**src/rtl/fsm_input_conditioner_if.sv**
```systemverilog
// Signal bundle between the raw button/VIO levels and the conditioner outputs.
// Optional FSM_INPUT_PULSE_CNT_EN adds the pulse_cnt probe.
`timescale 1ns/1ps
interface fsm_input_conditioner_if;
  // btn_x are free-running asynchronous levels (no handshake); inp_x are
  // single-cycle pulses with no back-pressure, and at most one is high per cycle.
  logic       btn_0;
  logic       btn_1;
  logic       inp_0;
  logic       inp_1;
  logic       busy;
`ifdef FSM_INPUT_PULSE_CNT_EN
  logic [7:0] pulse_cnt;

  modport master (output btn_0, btn_1, input inp_0, inp_1, busy, pulse_cnt);
  modport slave  (input btn_0, btn_1, output inp_0, inp_1, busy, pulse_cnt);
`else
  modport master (output btn_0, btn_1, input inp_0, inp_1, busy);
  modport slave  (input btn_0, btn_1, output inp_0, inp_1, busy);
`endif
endinterface

```
**src/rtl/fsm_input_conditioner.sv**
```systemverilog
// Two-channel synchronizer/debouncer/rise-pulse arbiter feeding top_seq.
// Optional FSM_INPUT_PULSE_CNT_EN adds an 8-bit wrapping pulse counter.
`timescale 1ns/1ps
module fsm_input_conditioner #(
  parameter int DEBOUNCE_CYCLES = 1250000,
  parameter int CNT_W           = 21
) (
  input  logic                    clk_125M,
  input  logic                    clear_n,
  fsm_input_conditioner_if.slave  io
);

  localparam logic [CNT_W-1:0] CNT_LAST = CNT_W'(DEBOUNCE_CYCLES - 1);

  logic [1:0]            sync1_q, sync1_d;
  logic [1:0]            sync2_q, sync2_d;
  logic [1:0]            deb_q, deb_d;
  logic [1:0]            deb_prev_q, deb_prev_d;
  logic [1:0][CNT_W-1:0] cnt_q, cnt_d;
  logic [1:0]            pend_q, pend_d;
  logic [1:0]            inp_q, inp_d;
  logic                  busy_q, busy_d;
  logic [1:0]            rise;
  logic [1:0]            grant;

  always_comb begin
    sync1_d    = {io.btn_1, io.btn_0};
    sync2_d    = sync1_q;
    deb_d      = deb_q;
    deb_prev_d = deb_q;
    cnt_d      = cnt_q;

    // Any cycle where sync agrees with deb restarts the stability count.
    for (int i = 0; i < 2; i++) begin
      if (sync2_q[i] == deb_q[i]) begin
        cnt_d[i] = '0;
      end else if (cnt_q[i] == CNT_LAST) begin
        deb_d[i] = sync2_q[i];
        cnt_d[i] = '0;
      end else begin
        cnt_d[i] = cnt_q[i] + CNT_W'(1);
      end
    end

    rise     = deb_q & ~deb_prev_q;
    // Channel 0 has fixed priority; a deferred channel 1 request waits one cycle.
    grant[0] = pend_q[0];
    grant[1] = pend_q[1] & ~pend_q[0];
    pend_d   = (pend_q & ~grant) | rise;
    inp_d    = grant;
    busy_d   = (|cnt_q[0]) | (|cnt_q[1]) | (|pend_q);
  end

  always_ff @(posedge clk_125M or negedge clear_n) begin
    if (!clear_n) begin
      sync1_q    <= '0;
      sync2_q    <= '0;
      deb_q      <= '0;
      deb_prev_q <= '0;
      cnt_q      <= '0;
      pend_q     <= '0;
      inp_q      <= '0;
      busy_q     <= 1'b0;
    end else begin
      sync1_q    <= sync1_d;
      sync2_q    <= sync2_d;
      deb_q      <= deb_d;
      deb_prev_q <= deb_prev_d;
      cnt_q      <= cnt_d;
      pend_q     <= pend_d;
      inp_q      <= inp_d;
      busy_q     <= busy_d;
    end
  end

  assign io.inp_0 = inp_q[0];
  assign io.inp_1 = inp_q[1];
  assign io.busy  = busy_q;

`ifdef FSM_INPUT_PULSE_CNT_EN
  logic [7:0] pulse_cnt_q, pulse_cnt_d;

  always_comb begin
    pulse_cnt_d = pulse_cnt_q + {7'd0, (inp_q[0] | inp_q[1])};
  end

  always_ff @(posedge clk_125M or negedge clear_n) begin
    if (!clear_n) begin
      pulse_cnt_q <= 8'd0;
    end else begin
      pulse_cnt_q <= pulse_cnt_d;
    end
  end

  assign io.pulse_cnt = pulse_cnt_q;
`endif

endmodule
```
**src/flat_wrapper.sv**
```systemverilog
// flat-port wrapper written by rule: the top's interface ports become plain ports
module fsm_input_conditioner_flat 
#(
  parameter int DEBOUNCE_CYCLES = 1250000,
  parameter int CNT_W           = 21
)
  (clk_125M, clear_n, io_btn_0, io_btn_1, io_inp_0, io_inp_1, io_busy);
  fsm_input_conditioner_if io_i ();
  input  logic clk_125M;
  input  logic clear_n;
  input wire logic [$bits(io_i.btn_0)-1:0] io_btn_0;
  input wire logic [$bits(io_i.btn_1)-1:0] io_btn_1;
  output wire logic [$bits(io_i.inp_0)-1:0] io_inp_0;
  output wire logic [$bits(io_i.inp_1)-1:0] io_inp_1;
  output wire logic [$bits(io_i.busy)-1:0] io_busy;
  assign io_i.btn_0 = io_btn_0;
  assign io_i.btn_1 = io_btn_1;
  assign io_inp_0 = io_i.inp_0;
  assign io_inp_1 = io_i.inp_1;
  assign io_busy = io_i.busy;
  fsm_input_conditioner #(.DEBOUNCE_CYCLES(DEBOUNCE_CYCLES), .CNT_W(CNT_W)) u_core (.clk_125M(clk_125M), .clear_n(clear_n), .io(io_i));
endmodule
```
**config.mk**
```make
export PLATFORM = sky130hd
export DESIGN_NAME = fsm_input_conditioner_flat
export DESIGN_NICKNAME = d
export VERILOG_FILES = /design/src/rtl/fsm_input_conditioner_if.sv /design/src/rtl/fsm_input_conditioner.sv /design/src/flat_wrapper.sv
export SDC_FILE = /design/constraint.sdc
export NUM_CORES = 1
export LEC_CHECK = 0
export CAP_MARGIN = 20
export CORE_MARGIN = 2
export CORE_UTILIZATION = 30
export CTS_CLUSTER_DIAMETER = 120
export DETAILED_ROUTE_END_ITERATION = 6
export GPL_ROUTABILITY_DRIVEN = 0
export PLACE_DENSITY_LB_ADDON = 0.15
export SETUP_SLACK_MARGIN = 0.02
export SLEW_MARGIN = 10
export SYNTH_ARGS = -nofsm -noshare
export SYNTH_HDL_FRONTEND = slang
export SYNTH_SLANG_ARGS = --single-unit
```
**constraint.sdc**
```tcl
create_clock -name clk_125M -period 2.1 [get_ports clk_125M]
set_input_delay 0.63 -clock clk_125M [delete_from_list [all_inputs] [get_ports clk_125M]]
set_output_delay 0.63 -clock clk_125M [all_outputs]
set_load 0.03 [all_outputs]
```
# [Yosys cells after proc, flatten, opt, wreduce, memory -nomap -nowiden]
# Index checks and enable logic that the tools add are counted.
[totals] ff_bits=55 in_bits=4 output_inout_bits=3
[classes] add_sub_neg=2 n_eq_ne=4 mux=4 bitwise_logic=11 n_reduce_logical=5
[ops] op="21-bit two-way mux" count=4
[ops] op="21-bit by 1-bit adder with 21-bit output, second input constant" count=2
[ops] op="21-bit == test, second input constant" count=2
[ops] op="21-bit OR reduction" count=2
[ops] op="2-bit AND" count=2
[ops] op="2-bit inverter" count=2
[ops] op="2-bit AND reduction" count=2
[ops] op="1-bit inverter" count=3
[ops] op="1-bit == test" count=2
[ops] op="1-bit bitwise OR" count=2
[ops] op="2-bit bitwise OR" count=1
[ops] op="2-bit OR reduction" count=1
[ops] op="1-bit AND" count=1

# [Logic depth before layout (Yosys ltp)]
[depth] depth_word=5 depth_mapped=6 mapped_depth_nobuf=5

# [Worst setup path after synthesis]
# Ideal clock, no wire load.
[synth_path] kind="reg-to-reg" start="reg u_core.cnt_q[29] in the netlist's numbering" end="reg u_core.deb_q[1], in the netlist u_core.deb_prev_d[1]" arrival_time_ps=1532 t_required_ps=1975 slack_ps=444 stages_incl_launch_ff=6 path_buffers=1 period_less_slack_ps=1656 cell_sequence="dfrtp_1 clkbuf_2 nor4_1 nand3_1 nor4_1 mux2_2"
[synth_via] elab_chain_len=2
[synth_rtl] item="from (decl)" line="fsm_input_conditioner.sv:19" source="logic [1:0][CNT_W-1:0] cnt_q, cnt_d;"
[synth_rtl] item="from (signal assigned)" line="fsm_input_conditioner.sv:69" source="cnt_q <= cnt_d;"
[synth_rtl] item="21-bit == test" line="fsm_input_conditioner.sv:37" source="end else if (cnt_q[i] == CNT_LAST) begin"
[synth_rtl] item="2-bit AND reduction (no source line)"
[synth_rtl] item="to (signal assigned)" line="fsm_input_conditioner.sv:58" source="deb_q <= '0;"
[synth_rtl] item="to (signal assigned)" line="fsm_input_conditioner.sv:67" source="deb_q <= deb_d;"
[synth_rtl] item="to (decl)" line="fsm_input_conditioner.sv:17" source="logic [1:0] deb_q, deb_d;"
# Every way passes these cells.
# A chain may end at the register's enable or synchronous reset.

# [Worst setup path in the final report]
[layout_path] start="reg u_core.busy_q, in the netlist u_core.io.busy" end="out io_busy"
[layout_rtl] item="from (decl)" line="fsm_input_conditioner.sv:22" source="logic busy_q, busy_d;"
[layout_rtl] item="from (signal assigned)" line="fsm_input_conditioner.sv:72" source="busy_q <= busy_d;"
[layout_rtl] item="to (decl)" line="flat_wrapper.sv:15" source="output wire logic [$bits(io_i.busy)-1:0] io_busy;"
# No word-level cell between the ends.

==> run metrics <==
status=finished clean; crit start category=register; Total Power=0.002044 W; post-synth net total=274; grt total ovfl=0; Post-DP Area=2963 um2; arrival time at the worst endpoint=1310 ps; Area Overhead vs Synth=15.19%; hpwl dp=4056 um; DR vias=1944; post-CTS setup buffers=0; Clock Latency Late Sink=310 ps; drt wl/cell=14.43 um; Yosys top cell area share=51.09%; die height=98.76 um; r2r setup slk=210 ps; synthesized instance count=266; vias in the first global route=1999; max cap viols=0; die area=9754 um2; clock skew=10.05 ps; Hold-fix buffers, CTS=0; DRC viols=0; post-DR vias/cell=4.947; n_diodes=0; largest net degree at the start of global routing=56; Final period util=92.52%; Synth area leader=dfrtp_1; Antenna Nets Post-Route=0; initial antenna violation count=0; fin cells=393; Bufs and invs on worst path=1; Slew HR=61.95%; Yosys cell types=39; critical path cell sequence=clkdlybuf4s50_1; dpl cells=385; worst slew pin tran=565.5 ps; CP required=1470 ps; Crit. End Element=output port; Chip Width=98.76 um; CTS root buf=clkbuf_8; Seq cells post-synth=55; Rows=34; EDFF count, synth=0; asr flop ratio synth=100.0%; WS Path Type=register to output port; Final Setup Violations=0; Routed WL=5671 um; Core Area=8721 um2; Synth area leaders=dfrtp_1 51%, nor2_1 5.0%, xor2_1 4.9%; CTS sink cnt=55; Reg clk slew, reported paths=110 ps; fin area=3103 um2; Starting DRT DRC Count=122; top post-synthesis cells by count=55 x dfrtp_1, 36 x nor2_1, 16 x nand3_1, 15 x xor2_1; I/O Buffers=6; CTS tree=done; Setup TNS=0 ps; Pwr Density=658.6 nW/um2; clk buf depth=2; Ys Warns=0; minimum clock period=1943 ps; Hold Crit Class=input pin to asynchronous set/reset pin; NumNets Final=292; Syn Std Cell Area=2694 um2; CP max stage cell=clkdlybuf4s50_1; syn avg cell area=10.13 um2; fill count=864; CP peak stage delay=660 ps; P_leak=1.304 nW; H-tree depth=2; cts bufs inserted=5; RSZ-0062 raised after global routing=no; I/O pins=7; sequential element share of the synthesized area=51.09%; most frequent cell after synthesis=dfrtp_1; final hold vios=0; GR Util All Layers=12.89%; largest fanout on the critical path=1; first-pass GRT wire length=10100 um; Most used DFF post-synth=dfrtp_1; Final Slew Violations=0; Initial Util=30.89%; layout cells sized above 1=12.63%; CTS resizes=0; CP delay by family, top=buffers and inverters; f_max=0.5147 GHz; drt first pass iters=5; peak supply drop=340.7 uV
==> registers in the layout, summed over array words and instances (netlist names) <==
register,flops
u_core.cnt_q,42
u_core.sync2_q,2
u_core.pend_q,2
u_core.io.busy,1
u_core.deb_prev_q,2
u_core.inp_q,2
u_core.sync1_q,2
u_core.deb_prev_d,2
==> cell families after synthesis <==
kind of cell,count (synthesis),synth area share [%]
flip-flops,55,51.09
XOR/XNOR,29,9.429
adder cells (fa/ha/maj),4,1.858
buffers and inverters,21,3.669
AND/OR/NAND/NOR,131,27.03
multiplexers,2,0.8360
AO/OA/AOI/OAI,24,6.085
==> through the flow <==
step                hold WS [ps]  setup slack [ps]  utilization (%)
floorplan                  331.2             443.6                -
global placement           336.2             168.7            33.97
detailed placement         338.6             186.4            33.97
CTS                        310.6             132.4            35.58
global route               319.6             36.38            35.58
finish                     301.0             157.0            35.58
==> final timing paths <==
kind,start,to,cells past startpoint
max in group asynchronous,clear_n,u_core.cnt_q[39]$_DFF_PN0_,2
hold reg to reg,u_core.sync1_q[0]$_DFF_PN0_,u_core.sync2_q[0]$_DFF_PN0_,0
hold / removal,clear_n,u_core.cnt_q[18]$_DFF_PN0_,2
min in group clk_125M,u_core.sync1_q[0]$_DFF_PN0_,u_core.sync2_q[0]$_DFF_PN0_,0
setup reg to reg,u_core.cnt_q[32]$_DFF_PN0_,u_core.cnt_q[38]$_DFF_PN0_,5
setup / recovery,u_core.io.busy$_DFF_PN0_,io_busy,1
==> cells in the final DEF, fill, tap and decap left out, types with 2 or more instances in the layout <==
master	instances
nor4_1	14
xnor2_1	14
and4_1	6
nand4_1	14
a21oi_1	10
nand3_1	16
nor4b_1	2
o21ai_0	9
nor2b_1	2
nor2_1	36
o41ai_4	2
xor2_1	15
nor3_1	6
buf_4	14
mux2_2	2
bufinv_16	2
or3_1	7
ha_1	4
nand4b_1	3
nand2_1	14
clkdlybuf4s50_1	5
inv_1	11
dfrtp_1	55
clkbuf_8	5
==> area by class of cell <==
type	count	area (um2)	area share (%)
clock buffers	5	68.82	2.218
multi-input cells	190	1230	39.64
inverters	11	41.29	1.331
well taps	108	135.1	4.355
clock inverters	3	71.32	2.298
flip-flops and latches	55	1376	44.35
repair buffers	21	180.2	5.806
==> worst register-to-register path, stage by stage, from the launching register on <==
cell and delay, ps:
dfrtp_1 440, nor4_1 310, nand3_1 230, o41ai_4 430
buf_4 290, a21oi_1 70
==> metal layers <==
layer	vias up	GRT usage, %	part of all wire, %
met5	-	0	0
li1	976	-	-
met2	26	19.07	44
met1	937	19.15	52
met3	5	2.624	3.1
met4	0	3.583	1.1
==> report_power, final <==
| part | total [W] | switching (W) | internal (W) |
|---|---|---|---|
| registers | 0.00109 | 0.0000147 | 0.00107 |
| clock network | 0.000854 | 0.000370 | 0.000484 |
| logic | 0.000100 | 0.0000612 | 0.0000389 |
| total | 0.00204 | 0.000446 | 0.00160 |
Note: power is estimated with default switching activity, not from simulation.
